==> config.mk <==
export PLATFORM = sky130hd
export DESIGN_NAME = l2_cache_controller
export DESIGN_NICKNAME = d
export VERILOG_FILES = /design/src/rtl/l2_cache_controller.sv
export SDC_FILE = /design/constraint.sdc
export NUM_CORES = 1
export LEC_CHECK = 0
export BUFFER_PORTS_ARGS = -buffer_cell sky130_fd_sc_hd__buf_4
export CAP_MARGIN = 15
export CORE_MARGIN = 5
export CORE_UTILIZATION = 45
export DETAILED_ROUTE_END_ITERATION = 8
export PLACE_DENSITY = 0.8
export SKIP_LAST_GASP = 1
export SLEW_MARGIN = 5
export SYNTH_ARGS = -nofsm -noshare
export SYNTH_HDL_FRONTEND = slang
export SYNTH_SLANG_ARGS = --single-unit
==> constraint.sdc <==
create_clock -name clk -period 2.15 [get_ports clk]
set_clock_uncertainty 0.2 [all_clocks]
set_input_delay 0 -clock clk [delete_from_list [all_inputs] [get_ports clk]]
set_output_delay 0 -clock clk [all_outputs]
set_load 0.05 [all_outputs]
==> src/rtl/l2_cache_controller.sv <==
// L2 cache sequencing FSM: lookup, writeback, fill and update of the tag/MESI/LRU store.
// Optional macro CACHE_STATS_EN adds saturating hit/miss/writeback counters.
module l2_cache_controller #(
  parameter int ADDR_BITS  = 32,
  parameter int INDEX_BITS = 14,
  parameter int TAG_BITS   = 12,
  parameter int WAYS       = 8,
  localparam int WB        = $clog2(WAYS)
) (
  input  logic                  clk,
  input  logic                  reset,
  input  logic                  req_valid,
  output logic                  req_ready,
  input  logic                  req_write,
  input  logic [ADDR_BITS-1:0]  req_addr,
  output logic                  resp_valid,
  output logic                  resp_hit,
  output logic                  ds_lookup,
  output logic [INDEX_BITS-1:0] ds_index,
  output logic [TAG_BITS-1:0]   ds_tag,
  input  logic                  ds_hit,
  input  logic [WB-1:0]         ds_hit_way,
  input  logic [1:0]            ds_hit_mesi,
  input  logic [WB-1:0]         ds_victim_way,
  input  logic [TAG_BITS-1:0]   ds_victim_tag,
  input  logic                  ds_victim_dirty,
  output logic                  ds_write,
  output logic                  ds_touch,
  output logic [WB-1:0]         ds_way,
  output logic [1:0]            ds_mesi,
  output logic                  bus_req,
  output logic [1:0]            bus_op,
  output logic [ADDR_BITS-1:0]  bus_addr,
  input  logic                  bus_done,
  input  logic                  bus_shared
`ifdef CACHE_STATS_EN
  ,
  output logic [31:0]           hit_count,
  output logic [31:0]           miss_count,
  output logic [31:0]           wb_count
`endif
);

  localparam int LINE_BITS = TAG_BITS + INDEX_BITS;

  localparam logic [2:0] S_IDLE   = 3'd0;
  localparam logic [2:0] S_LOOKUP = 3'd1;
  localparam logic [2:0] S_WB     = 3'd2;
  localparam logic [2:0] S_FILL   = 3'd3;
  localparam logic [2:0] S_UPDATE = 3'd4;
  localparam logic [2:0] S_RESP   = 3'd5;

  localparam logic [1:0] OP_READ = 2'd0;
  localparam logic [1:0] OP_RFO  = 2'd1;
  localparam logic [1:0] OP_WBK  = 2'd2;

  localparam logic [1:0] MESI_S = 2'd1;
  localparam logic [1:0] MESI_E = 2'd2;
  localparam logic [1:0] MESI_M = 2'd3;

  logic [2:0]           state_q, state_d;
  logic [LINE_BITS-1:0] line_q, line_d;
  logic                 write_q, write_d;
  logic                 hit_q, hit_d;
  logic [WB-1:0]        hit_way_q, hit_way_d;
  logic [WB-1:0]        victim_way_q, victim_way_d;
  logic [TAG_BITS-1:0]  victim_tag_q, victim_tag_d;
  logic [1:0]           mesi_q, mesi_d;

  // Byte offset within the line never reaches the storage or the bus.
  logic unused_offset;
  assign unused_offset = ^req_addr[5:0];

  always_comb begin
    // NOTE: every signal gets its hold value first so no path through the case infers a latch.
    state_d      = state_q;
    line_d       = line_q;
    write_d      = write_q;
    hit_d        = hit_q;
    hit_way_d    = hit_way_q;
    victim_way_d = victim_way_q;
    victim_tag_d = victim_tag_q;
    mesi_d       = mesi_q;
    case (state_q)
      S_IDLE: begin
        if (req_valid) begin
          line_d  = req_addr[ADDR_BITS-1:6];
          write_d = req_write;
          state_d = S_LOOKUP;
        end
      end
      S_LOOKUP: begin
        hit_d        = ds_hit;
        hit_way_d    = ds_hit_way;
        victim_way_d = ds_victim_way;
        victim_tag_d = ds_victim_tag;
        if (ds_hit) begin
          // A write to a line without ownership must upgrade via RFO first.
          if (!write_q || ds_hit_mesi == MESI_E || ds_hit_mesi == MESI_M) state_d = S_UPDATE;
          else                                                            state_d = S_FILL;
        end else if (ds_victim_dirty) begin
          state_d = S_WB;
        end else begin
          state_d = S_FILL;
        end
      end
      S_WB: begin
        if (bus_done) state_d = S_FILL;
      end
      S_FILL: begin
        if (bus_done) begin
          mesi_d  = write_q ? MESI_M : (bus_shared ? MESI_S : MESI_E);
          state_d = S_UPDATE;
        end
      end
      S_UPDATE: state_d = S_RESP;
      S_RESP:   state_d = S_IDLE;
      default:  state_d = S_IDLE;
    endcase
  end

  // NOTE: state flops use non-blocking assignments and an async reset so outputs drop the instant reset rises.
  always_ff @(posedge clk or posedge reset) begin
    if (reset) begin
      state_q      <= S_IDLE;
      line_q       <= '0;
      write_q      <= 1'b0;
      hit_q        <= 1'b0;
      hit_way_q    <= '0;
      victim_way_q <= '0;
      victim_tag_q <= '0;
      mesi_q       <= 2'd0;
    end else begin
      state_q      <= state_d;
      line_q       <= line_d;
      write_q      <= write_d;
      hit_q        <= hit_d;
      hit_way_q    <= hit_way_d;
      victim_way_q <= victim_way_d;
      victim_tag_q <= victim_tag_d;
      mesi_q       <= mesi_d;
    end
  end

  assign ds_index = line_q[INDEX_BITS-1:0];
  assign ds_tag   = line_q[LINE_BITS-1:INDEX_BITS];

  always_comb begin
    req_ready  = (state_q == S_IDLE);
    ds_lookup  = (state_q == S_LOOKUP);
    bus_req    = 1'b0;
    bus_op     = OP_READ;
    bus_addr   = '0;
    ds_touch   = 1'b0;
    ds_write   = 1'b0;
    ds_way     = '0;
    ds_mesi    = 2'd0;
    resp_valid = 1'b0;
    resp_hit   = 1'b0;
    case (state_q)
      S_WB: begin
        bus_req  = 1'b1;
        bus_op   = OP_WBK;
        bus_addr = {victim_tag_q, line_q[INDEX_BITS-1:0], 6'b0};
      end
      S_FILL: begin
        bus_req  = 1'b1;
        bus_op   = write_q ? OP_RFO : OP_READ;
        bus_addr = {line_q, 6'b0};
      end
      S_UPDATE: begin
        ds_touch = 1'b1;
        ds_way   = hit_q ? hit_way_q : victim_way_q;
        if (!hit_q) begin
          ds_write = 1'b1;
          ds_mesi  = mesi_q;
        end else if (write_q) begin
          ds_write = 1'b1;
          ds_mesi  = MESI_M;
        end
      end
      S_RESP: begin
        resp_valid = 1'b1;
        resp_hit   = hit_q;
      end
      default: ;
    endcase
  end

`ifdef CACHE_STATS_EN
  logic [31:0] hit_count_q, hit_count_d;
  logic [31:0] miss_count_q, miss_count_d;
  logic [31:0] wb_count_q, wb_count_d;

  always_comb begin
    hit_count_d  = hit_count_q;
    miss_count_d = miss_count_q;
    wb_count_d   = wb_count_q;
    if (state_q == S_RESP) begin
      if (hit_q && hit_count_q != '1)        hit_count_d  = hit_count_q + 32'd1;
      else if (!hit_q && miss_count_q != '1) miss_count_d = miss_count_q + 32'd1;
    end
    if (state_q == S_WB && bus_done && wb_count_q != '1) wb_count_d = wb_count_q + 32'd1;
  end

  always_ff @(posedge clk or posedge reset) begin
    if (reset) begin
      hit_count_q  <= '0;
      miss_count_q <= '0;
      wb_count_q   <= '0;
    end else begin
      hit_count_q  <= hit_count_d;
      miss_count_q <= miss_count_d;
      wb_count_q   <= wb_count_d;
    end
  end

  assign hit_count  = hit_count_q;
  assign miss_count = miss_count_q;
  assign wb_count   = wb_count_q;
`endif

endmodule

==> results.md <==
- Outcome: completed
- Initial antenna violation count: 0
- Worst path slowest cell: dfrtp_1
- Reg-to-reg critical path startpoint: state_q[0]
- Worst-Skew Late Latency: ~0.29 ns
- RD Place Congestion: about 0.83
- PwrDens: 1719 nW/um^2
- Synth area leader: dfrtp_1
- Initial DRT Pass Iterations: 5
- Placement Setup Slack: 0.2960 ns
- Final HPWL DP: 4823 um
- Core region area: 5507 um^2
- Vias in the first global route: between 2000 and 2500
- #FFs+latches synth: 51
- LEAKAGE: ~0.0020 uW
- Buffers added on ports: ~120
- Cell count after synthesis: 202
- Register-to-register setup slack: 0.20 ns
- Worst setup slack after layout: 0.2010 ns
- RSZ-0062 raised after global routing: no
- Compound-Gate Fraction of Synth Area: 0.03029
- DIE AREA: between 7000 and 8000 um^2
- CTS clk-pin slew, worst paths: 0.09 ns
- Adder-Cell Fraction of Synth Area: 0
- Area contributors post-synth: dfrtp_1 (50%), mux2_4 (11%), mux2_2 (11%)
- CP top delay family: buffers and inverters
- Crit. End Element: output pin
- Largest family of logic cells by synthesized area: multiplexers
- Largest stage delay on the critical path: 0.51 ns
- Hold Startpoint: req_valid
- Mux share of post-synthesis cell area: 0.2843
- CTS Buf Count: 5
- Worst-case reg-to-reg path depth: 5
- Setup TNS: 0 ns
- Total congestion overflow: 0
- Post-synth top area share: 0.4983
- CTS tree: built
- Initial DRC count: 79
- # rows: 27
- DRC Markers: 0
- Max Clk Rate: slightly above 500 MHz
- Total Wirelength: 7103 um
- Mapped Avg Cell Area: roughly 13 um^2
- Synth warn: 0
- Nets: roughly 440
- VDD IR max: between 0.001 and 0.0015 V
- Tcrit/Tclk final: 0.9065
- Finished Core Util: 0.7532
- Fin. Hold Viols: 0
- Post-CTS Setup Bufs: 0
- Antenna viol nets, final: 0
- Hold endpoint: state_q[0]
- Antenna cells: 0
- Filler Cells Inserted: 359
- Post-DR vias/cell: approximately 4.8
- Min-Delay Path Depth: 4
- Starting Density: 0.4651
- Worst path cell trace: nand2b_1, inv_1, and3_1, buf_4
- Largest net degree at the start of global routing: 29
- Max-Cap Viols: 0
- Critical path launch point type: flop
- Final Max Tran Viols: 0
- Post-synth cell types: 31
- Seq/Total Area, Yosys: 0.4983
- Worst hold margin: 0.03754 ns
- Clk root buf: clkbuf_8
- Max-slew headroom: 0.6083
- Period minus WS final: 1.949 ns
- Die Ht: 85.44 um
- Worst EP arrival: 1.75 ns
- Chip width: 85.44 um
- CP bufs+invs: 2
- First-pass GRT wire length: 11150 um
- Area Overhead vs Synth: 61.94%
- Resized cells post-CTS: 0
- Clk buf depth: 2
- End of the worst register-to-register path: state_q[1]
- Io pins: 132
- XOR/XNOR Fraction of Synth Area: 0.003420
- Mapped Area: approximately 2600 um^2
- CTS H-tree lvls: 2
- Worst Tran Pin Value: around 0.59 ns
- Post-synthesis simple-gate area fraction: 0.1104
- Crit Path Max Fanout: 16
- Final setup fails: 0
- Layout cell share with drive strength beyond 1: 0.4854
- Vias: 2153
- Clock sink count: 51
- HP Class: input port to flop
- CP required: 1.95 ns
- DR WL/cell: 15.82 um
- Critical Setup Path Class: flop to output pin
- Total global-route track usage: 0.1948
sequential cells by signal (all words and copies together) (netlist names):
name and cells:
hit_q 1, line_q 26, write_q 1, hit_way_q 3, victim_tag_q 12, state_q 3
mesi_q 2, victim_way_q 3
routing by layer:
metal / up-vias / part of all wire / global-route usage
met2: 103 / 0.54 / 0.3665
li1: 1014 / - / -
met4: 0 / 0.018 / 0.07482
met1: 1024 / 0.38 / 0.2099
met5: - / 0 / 0
met3: 12 / 0.068 / 0.04272
power by group:
group	switching (uW)	internal [uW]	leakage (uW)
clock	307	383	0.0000618
sequential	407	1450	0.000605
combinational	2780	1800	0.00138
total	3490	3640	0.00205
layout make-up:
class                   instances  area (um^2)  area share
clock buffers                   6        82.58     0.01991
multi-input cells             132         1126      0.2715
repair buffers                180         1511      0.3644
clock inverters                 2        38.79    0.009351
well taps                      72        90.09     0.02172
inverters                       6        22.52    0.005430
flip-flops and latches         51         1276      0.3077
cells in the mapped netlist:
cell type,instances
dfrtp_1,51
mux2_2,25
mux2_4,19
nor2_1,19
and2_1,15
mux2i_1,15
buf_4,9
inv_1,6
nand2_1,6
a21oi_1,5
o21ai_0,4
buf_12,3
buf_2,3
nand2b_1,3
and3_1,2
nor2b_1,2
a21o_1,1
a31o_2,1
and2_4,1
buf_1,1
buf_6,1
clkbuf_1,1
conb_1,1
mux2_1,1
nand3_1,1
nand4b_1,1
nor3_4,1
nor3b_2,1
o211ai_1,1
o32ai_1,1
xnor2_1,1
worst min-delay path, stage by stage:
cell	delay (ns)
buf_4	0.10
nor2_1	0.04
o32ai_1	0.23
a31o_2	0.13
worst max path at each step:
| stage | end | from | cells past startpoint |
|---|---|---|---|
| finish | bus_op[0] | state_q[2] | 4 |
| CTS | bus_op[0] | state_q[2] | 4 |
| detailed placement | line_q[17] | state_q[1] | 4 |
| global route | bus_op[0] | state_q[1] | 4 |
| global placement | line_q[17] | state_q[1] | 4 |
| floorplan | line_q[10] | state_q[1] | 6 |
timing repair:
action,CTS,global route
hold buffers,54,0
setup endpoints to repair,0,0
hold endpoints to repair,79,0
cells by family (layout without fill, tap and decap cells):
kind of cell | Yosys count | count (layout)
other cells | 1 | 6
flops | 51 | 51
xor+xnor | 1 | 1
compound gates | 13 | 13
buf+inv | 24 | 194
mux | 60 | 60
simple gates | 52 | 52
stage by stage:
| stage | total power (uW) | instance area (um^2) | std cells |
|---|---|---|---|
| final | 7129 | 4148 | 449 |
| after global routing | 7476 | 4148 | 449 |
| after CTS | 7160 | 4148 | 449 |
| after detailed placement | 6343 | 3486 | 387 |
| after global placement | 6244 | 3486 | 387 |
| after floorplan | 5136 | 2580 | 207 |
cells in the final DEF (no fill, tap or decap), drive strengths merged:
cell type,Yosys,routed
nand2b,3,3
nor2b,2,2
nand3,1,1
mux2,45,45
and2,16,16
mux2i,15,15
nand4b,1,1
a21oi,5,5
bufinv,0,1
o32ai,1,1
conb,1,6
nand2,6,6
inv,6,7
nor2,19,19
a31o,1,1
o21ai,4,4
buf,17,126
clkbuf,1,6
and3,2,2
xnor2,1,1
o211ai,1,1
a21o,1,1
dfrtp,51,51
dlygate4sd3,0,54
nor3,1,1
nor3b,1,1
Note: power is estimated with default switching activity, not from simulation.
